$ cat src/rtl/stdcore_rf_fifo_ctl.sv
// FIFO controller for an external two-port register-file memory. A one-word
// read-data holding stage sits behind the memory, so capacity is DEPTH+1 words.
module stdcore_rf_fifo_ctl #(
    parameter int DW     = 8,
    parameter int DEPTH  = 16,
    parameter int AW     = 4,
    parameter int LW     = 5,
    parameter int AF_LVL = 12
) (
    input  logic          clk,
    input  logic          rst_n,
    input  logic          flush,
    input  logic          in_valid,
    input  logic [DW-1:0] in_data,
    output logic          in_ready,
    output logic          out_valid,
    output logic [DW-1:0] out_data,
    input  logic          out_ready,
    output logic [LW-1:0] level,
    output logic          afull,
    output logic          mem_we_n,
    output logic [AW-1:0] mem_waddr,
    output logic [DW-1:0] mem_wdata,
    output logic          mem_re_n,
    output logic [AW-1:0] mem_raddr,
    input  logic [DW-1:0] mem_rdata
);

    localparam logic [AW-1:0] LAST_PTR  = AW'(DEPTH - 1);
    localparam logic [LW-1:0] DEPTH_CNT = LW'(DEPTH);

    logic [AW-1:0] wptr_r, rptr_r, waddr_hold_r, raddr_hold_r;
    logic [DW-1:0] wdata_hold_r;
    logic [LW-1:0] mcnt_r, level_r;
    logic          head_r, afull_r;

    logic          push_s, pop_s, rd_s, head_nxt_s, afull_nxt_s;
    logic [AW-1:0] wptr_nxt_s, rptr_nxt_s;
    logic [LW-1:0] mcnt_nxt_s, level_nxt_s;

    function automatic logic [AW-1:0] ptr_inc(input logic [AW-1:0] p);
        logic [AW-1:0] r;
        if (p == LAST_PTR) begin
            r = {AW{1'b0}};
        end else begin
            r = p + AW'(1'b1);
        end
        return r;
    endfunction

    // A read is only issued when memory holds an unread word, so it never
    // targets the slot being written (a full memory refuses the push).
    assign in_ready = (mcnt_r < DEPTH_CNT) & ~flush;
    assign push_s   = in_valid & in_ready;
    assign pop_s    = head_r & out_ready & ~flush;
    assign rd_s     = (mcnt_r != {LW{1'b0}}) & (~head_r | pop_s) & ~flush;

    assign out_valid = head_r;
    assign out_data  = mem_rdata;
    assign level     = level_r;
    assign afull     = afull_r;
    assign mem_we_n  = ~push_s;
    assign mem_waddr = push_s ? wptr_r : waddr_hold_r;
    assign mem_wdata = push_s ? in_data : wdata_hold_r;
    assign mem_re_n  = ~rd_s;
    assign mem_raddr = rd_s ? rptr_r : raddr_hold_r;

    // Next-state computation for pointers, memory count and head stage.
    always_comb begin
        wptr_nxt_s = wptr_r;
        rptr_nxt_s = rptr_r;
        mcnt_nxt_s = mcnt_r;
        head_nxt_s = head_r;
        if (flush) begin
            wptr_nxt_s = {AW{1'b0}};
            rptr_nxt_s = {AW{1'b0}};
            mcnt_nxt_s = {LW{1'b0}};
            head_nxt_s = 1'b0;
        end else begin
            if (push_s) begin
                wptr_nxt_s = ptr_inc(wptr_r);
            end else begin
                wptr_nxt_s = wptr_r;
            end
            if (rd_s) begin
                rptr_nxt_s = ptr_inc(rptr_r);
                head_nxt_s = 1'b1;
            end else if (pop_s) begin
                head_nxt_s = 1'b0;
            end else begin
                head_nxt_s = head_r;
            end
            if (push_s && !rd_s) begin
                mcnt_nxt_s = mcnt_r + LW'(1'b1);
            end else if (!push_s && rd_s) begin
                mcnt_nxt_s = mcnt_r - LW'(1'b1);
            end else begin
                mcnt_nxt_s = mcnt_r;
            end
        end
        level_nxt_s = mcnt_nxt_s + LW'(head_nxt_s);
        afull_nxt_s = (int'(level_nxt_s) >= AF_LVL);
    end

    // Control state plus level/afull registered from the same next values.
    always_ff @(posedge clk or negedge rst_n) begin
        if (!rst_n) begin
            wptr_r  <= {AW{1'b0}};
            rptr_r  <= {AW{1'b0}};
            mcnt_r  <= {LW{1'b0}};
            head_r  <= 1'b0;
            level_r <= {LW{1'b0}};
            afull_r <= 1'b0;
        end else begin
            wptr_r  <= wptr_nxt_s;
            rptr_r  <= rptr_nxt_s;
            mcnt_r  <= mcnt_nxt_s;
            head_r  <= head_nxt_s;
            level_r <= level_nxt_s;
            afull_r <= afull_nxt_s;
        end
    end

    // Last issued memory address/data, presented while the enable is idle.
    always_ff @(posedge clk or negedge rst_n) begin
        if (!rst_n) begin
            waddr_hold_r <= {AW{1'b0}};
            wdata_hold_r <= {DW{1'b0}};
            raddr_hold_r <= {AW{1'b0}};
        end else begin
            if (push_s) begin
                waddr_hold_r <= wptr_r;
                wdata_hold_r <= in_data;
            end
            if (rd_s) begin
                raddr_hold_r <= rptr_r;
            end
        end
    end

endmodule

$ cat config.mk
export PLATFORM = sky130hd
export DESIGN_NAME = stdcore_rf_fifo_ctl
export DESIGN_NICKNAME = d
export VERILOG_FILES = /design/src/rtl/stdcore_rf_fifo_ctl.sv
export SDC_FILE = /design/constraint.sdc
export NUM_CORES = 1
export LEC_CHECK = 0
export CAP_MARGIN = 10
export CORE_MARGIN = 5
export CORE_UTILIZATION = 46
export DETAILED_ROUTE_END_ITERATION = 10
export MAX_ROUTING_LAYER = met4
export PLACE_DENSITY = 0.79
export SLEW_MARGIN = 40
export SYNTH_ARGS = -nofsm -noshare
export SYNTH_HDL_FRONTEND = slang
export SYNTH_SLANG_ARGS = --single-unit
$ cat constraint.sdc
create_clock -name clk -period 2.8 [get_ports clk]
set_input_delay 0.56 -clock clk [delete_from_list [all_inputs] [get_ports clk]]
set_output_delay 0.56 -clock clk [all_outputs]
set_load 0.005 [all_outputs]
==> results of run 1 <==
==> cell usage in the layout (no fill, tap or decap), types with 2 or more instances in the layout <==
cell type        synthesis  layout
nand2_1                 44      44
dfrtp_1                 36      36
buf_4                   10      27
clkdlybuf4s50_1          0      23
nor2_1                  17      16
dlygate4sd2_1            0      10
a21oi_1                  7       7
inv_1                    6       6
mux2i_1                  6       6
ha_1                     7       6
xnor2_1                  5       5
clkbuf_8                 0       5
dlymetal6s2s_1           0       5
mux2_2                   4       4
nor2b_1                  5       3
o21ai_0                  3       3
buf_6                    0       3
nor3b_4                  0       2
nor2b_4                  0       2
nand4_1                  2       2
xor2_1                   2       2
==> critical path: stages <==
cell and delay, ps:
clkdlybuf4s50_1 480, nor3b_4 320, buf_6 190, buf_4 120, mux2i_1 350, nor2_1 90
a21oi_1 150, nor2_1 80, ha_1 230, o211a_1 240, a211oi_2 190
==> per-stage QoR <==
step	TNS [ps]	utilization
after floorplan	0	-
after global placement	-2495	0.6207
after detailed placement	-2566	0.6207
after CTS	-429.7	0.6668
after global routing	-609.8	0.6908
final	-0.4856	0.6908
==> cells by family (layout without fill, tap and decap cells) <==
family	after synthesis	after routing	share of synthesized area
AO/OA/AOI/OAI	19	19	0.07212
XOR/XNOR	7	7	0.03398
adder cells (fa/ha/maj)	7	7	0.04854
buffers and inverters	22	85	0.06865
flip-flops	36	36	0.4993
multiplexers	12	12	0.07905
AND/OR/NAND/NOR	79	79	0.1983
==> repair_timing <==
| action | CTS | global route |
|---|---|---|
| setup endpoints to repair | 19 | 16 |
| resized for setup | 21 | 13 |
| cloned | 2 | 0 |
| setup buffers | 2 | 5 |
| pin swaps | 2 | 3 |
==> power by group through the flow <==
stage               combinational (mW)  sequential (mW)  clock [mW]
detailed placement                1.19            0.776           0
floorplan                        0.653            0.770           0
CTS                               1.25            0.776       0.448
global route                      1.44            0.796       0.470
finish                            1.31            0.774       0.437
global placement                  1.17            0.772           0
==> per-layer routing <==
metal	vias up	part of all wire	GRT usage
met2	30	0.49	0.2485
met1	675	0.46	0.2193
li1	716	-	-
met3	5	0.039	0.04408
met4	0	0.014	0.05533
met5	-	0	-
==> state kept, by name, summed over array words and instances, names as in the netlist <==
name	count
wdata_hold_r	8
level	5
mcnt_r	5
raddr_hold_r	4
rptr_r	4
waddr_hold_r	4
wptr_r	4
afull	1
out_valid	1
==> worst paths after layout <==
path | startpoint | end | slack [ps] | depth (start not counted)
setup / recovery | in_valid | afull$_DFF_PN0_ | -0.5 | 11
hold / removal | wdata_hold_r[3]$_DFF_PN0_ | wdata_hold_r[3]$_DFF_PN0_ | 470 | 2
setup reg to reg | mcnt_r[0]$_DFF_PN0_ | afull$_DFF_PN0_ | 220 | 13
hold reg to reg | wdata_hold_r[3]$_DFF_PN0_ | wdata_hold_r[3]$_DFF_PN0_ | 470 | 2
max in group asynchronous | rst_n | level[2]$_DFF_PN0_ | 1780 | 2
min in group asynchronous | rst_n | level[4]$_DFF_PN0_ | 690 | 2
==> cell type report <==
cell class | count | area [µm²]
fillers | 304 | 1157
flip-flops and latches | 36 | 900.9
multi-input cells | 124 | 863.3
repair buffers | 69 | 621.8
clock buffers | 6 | 72.57
well taps | 48 | 60.06
clock inverters | 2 | 35.03
inverters | 8 | 32.53
==> results.yml, run 1 <==
placed_design:
  preCtsSetupSlack_ps: -227.2
  dp.cells: 276
  io_buffer_count: 38
  gp_congestion: 0.7950
  placed_area_um2: 2323
  post-dp-hpwl_um: 2633
power_and_ir_drop:
  sw_frac_of_total: 0.3433
  p_int_mw: 1.656
  power.switching_mw: 0.8659
  powerDensity_nw_per_um2: 975.2
  p_total_mw: 2.522
  power.leakage_nw: 1.347
  ir_worst_vdd_mv: 0.6647
  combPwrFrac: 0.520
  power_frac_clock: 0.173
  pwr-share-seq: 0.307
clock_network:
  htree_levels: 2
  clock-sinks: 36
  hold_buffers: 0
  cts_tree: "built"
  numCtsBuffers: 5
  path_clk_slew_ps: 70
  cts-root-buf: "clkbuf_8"
  clk_path_buf_depth: 2
  worstSkewPairLatency_ps: 280
die:
  die_x_um: 72.63
  rows: 22
  pin_count: 55
  initial_core_util: 0.4820
  coreArea_um2: 3744
  die_y_um: 72.63
  dieArea_um2: 5274
sta:
  hold_viol: 0
  tightest_slew_ps: 452.0
  drv_slew: 0
  fin_ws_ps: -0.4856
  slew_headroom: 0.6987
  finalSetupViolCount: 1
  finalCriticalPeriod_ps: 2800
  whs_ps: 468.4
  rsz0062_at_grt: "true"
  post-route-period-util: 1.000
  fmax_mhz: 357.1
  fin_skew_ps: 3.227
logic_synthesis:
  async_flop_share: 1.000
  syn_area_per_cell_um2: 9.913
  ys_warn_count: 0
  synth_common_cells: "nand2_1 (44), dfrtp_1 (36), nor2_1 (17)"
  synth_seq_area_share: 0.4993
  synth_top_area_cell: "dfrtp_1"
  synth-main-ff-cell: "dfrtp_1"
  syn_inst: 182
  netlist_area_um2: 1804
  synth_top_area_share: 0.4993
  synth_edf_count: 0
  synth.most_common_cell: "nand2_1"
  ys_ff_latch: 36
  synth_nets: 210
  synthTopCellsByArea: "dfrtp_1 (50%), nand2_1 (9.2%), ha_1 (4.9%)"
  synth_cell_type_count: 37
setup_path:
  startpoint_type: "input pin"
  critPathRequiredTime_ps: 3000
  critical_path_class: "in2reg"
  critPathCaptureType: "flip-flop"
  crit_fanout: 8
  crit_arrival_ps: 3000
global_route:
  grt_overflow: 0
  grt_use_total: 0.1662
  grt_pass1_vias: 1425
  grt_max_degree: 37
  grt_pass1_wl_um: 6658
  antenna_found_initial: 0
run_status:
  violations: "negative setup slack"
  status: "complete, but fails checks"
job:
  cap_violations: 0
routing:
  drc_errors: 0
  finalWirelength_um: 4013
  ant_nets: 0
  post_drt_via_cell_ratio: 4.867
  vias: 1426
  drt_iter0_markers: 82
  routedWlPerCell_um: 13.70
  first_pass_iters: 4
cells_and_area:
  nets: 272
  layout.cells.non_filler: 293
  drive_gt1_frac: 0.2408
  stdcell_area_um2: 2586
  area_growth_syn_to_layout_pct: 43.34
  antenna_cells: 0
worst_hold_path:
  hp-class: "reg2reg"
No activity file was read; power rests on OpenSTA's default activity.
==> inputs of run 2 (changes only) <==
==> constraint.sdc (replaced) <==
create_clock -name clk -period 2.8 [get_ports clk]
set_input_delay 0.28 -clock clk [delete_from_list [all_inputs] [get_ports clk]]
set_output_delay 0.28 -clock clk [all_outputs]
set_load 0.005 [all_outputs]
==> run 2 against run 1 <==
Effect of this change: the flow now finishes without violations; clock power down 11%; worst setup slack better by 97 ps; worst hold slack got worse by 75 ps; core utilization decreased by 6.8 points.
==> results.yml, run 2 (same netlist as run 1, synthesis figures left out) <==
global_route:
  antenna_found_initial: 0
  grt_overflow: 0
  grt_pass1_wl_um: 6078
  grt_use_total: 0.1559
  grt_pass1_vias: 1308
  grt_max_degree: 37
sta:
  fmax_mhz: 369.9
  slew_headroom: 0.7057
  setup_tns_ps: 0
  fin_ws_ps: 96.32
  hold_viol: 0
  post-route-period-util: 0.9656
  rsz0062_at_grt: "false"
  fin_skew_ps: 9.571
  whs_ps: 393.6
  finalCriticalPeriod_ps: 2704
  tightest_slew_ps: 441.5
  drv_slew: 0
  finalSetupViolCount: 0
placed_design:
  dp.cells: 261
  post-dp-hpwl_um: 2653
  placed_area_um2: 2211
  io_buffer_count: 38
  gp_congestion: 0.8657
  preCtsSetupSlack_ps: 59.77
cells_and_area:
  nets: 250
  final_cell_mix: "nand2_1 (44), clkdlybuf4s50_1 (38), dfrtp_1 (36), nor2_1 (17), buf_4 (9)"
  drive_gt1_frac: 0.1345
  fin_util: 0.6227
  top_register: "wdata_hold_r"
  antenna_cells: 0
  largest_register_ffs: 8
  final_common_cell: "nand2_1"
  area_growth_syn_to_layout_pct: 29.20
  stdcell_area_um2: 2331
  layout.cells.non_filler: 271
power_and_ir_drop:
  ir_worst_vdd_mv: 0.6076
  p_total_mw: 2.290
  power.leakage_nw: 1.105
  powerDensity_nw_per_um2: 982.4
run_status:
  status: "complete, no violations"
routing:
  drt_iter0_markers: 62
  vias: 1394
  post_drt_via_cell_ratio: 5.144
  ant_nets: 0
  drc_errors: 0
  routedWlPerCell_um: 13.83
  first_pass_iters: 4
  finalWirelength_um: 3749
setup_path:
  critical_path_class: "reg2out"
  rr_worst_depth: 12
  crit_fanout: 6
  startpoint_type: "flip-flop"
  critPathCaptureType: "output pin"
  critPathRequiredTime_ps: 2520
  crit_arrival_ps: 2420
die:
  pin_count: 55
  die_x_um: 72.63
  rows: 22
  die_y_um: 72.63
  dieArea_um2: 5274
  coreArea_um2: 3744
  initial_core_util: 0.4820
job:
  cap_violations: 0
clock_network:
  cts-root-buf: "clkbuf_8"
  numCtsBuffers: 5
  worstSkewPairLatency_ps: 290
  hold_buffers: 0
  clock-sinks: 36
  path_clk_slew_ps: 70
  cts_tree: "built"
  htree_levels: 2
  clk_path_buf_depth: 2
worst_hold_path:
  hp-class: "in2async"
==> run 2: changes by cell type in the layout (fill, tap and decap cells not counted), sizes merged <==
cell | before | now
buf | 31 | 9
clkdlybuf4s50 | 23 | 38
dlygate4sd2 | 10 | 0
dlymetal6s2s | 5 | 0
bufinv | 1 | 0
clkbuf | 6 | 7
clkinv | 1 | 0
clkinvlp | 0 | 1
==> run 2: worst max-delay path, stage by stage, from the launching register on <==
cell and delay (ps):
dfrtp_1 350, inv_1 80, ha_1 220, nor4b_4 150, a21oi_4 220, nor2b_2 180
buf_4 140, mux2_2 340, clkdlybuf4s50_1 450
==> run 2: repair_timing <==
| item | 4_1_cts | 5_1_grt |
|---|---|---|
| endpoints found under the setup margin | 1 | 5 |
| setup buffers | 1 | 1 |
| cloned | 0 | 0 |
| endpoints found under the hold margin | 0 | 0 |
| gates resized for setup | 0 | 2 |
==> run 2: worst paths after layout <==
path	slack, ps	startpoint	to
max	100	mcnt_r[0]$_DFF_PN0_	mem_raddr[3]
min	390	rst_n	level[4]$_DFF_PN0_
max reg2reg	290	mcnt_r[0]$_DFF_PN0_	afull$_DFF_PN0_
min reg2reg	470	waddr_hold_r[3]$_DFF_PN0_	waddr_hold_r[3]$_DFF_PN0_
max in group asynchronous	2090	rst_n	mcnt_r[1]$_DFF_PN0_
min in group clk	470	waddr_hold_r[3]$_DFF_PN0_	waddr_hold_r[3]$_DFF_PN0_
==> run 2: routing by layer <==
metal | up-vias | global-route usage | routed length, µm
met3 | 9 | 0.04821 | 185
met4 | 0 | 0.07377 | 76
met1 | 676 | 0.1883 | 1619
met5 | - | - | 0
li1 | 668 | - | -
met2 | 41 | 0.2375 | 1868
==> run 2: power by group <==
part | switching, mW | internal, mW | leakage, nW
clock | 0.188 | 0.200 | 0.0445
sequential | 0.106 | 0.674 | 0.475
combinational | 0.514 | 0.608 | 0.586
==> run 2: final cells by class <==
class	instances	area, µm²
sequential	36	900.9
clock inverter	1	7.507
clock buffer	7	86.33
fill	333	1413
inverter	8	32.53
tap	48	60.06
multi-input combinational	124	795.8
timing repair buffer	47	447.9
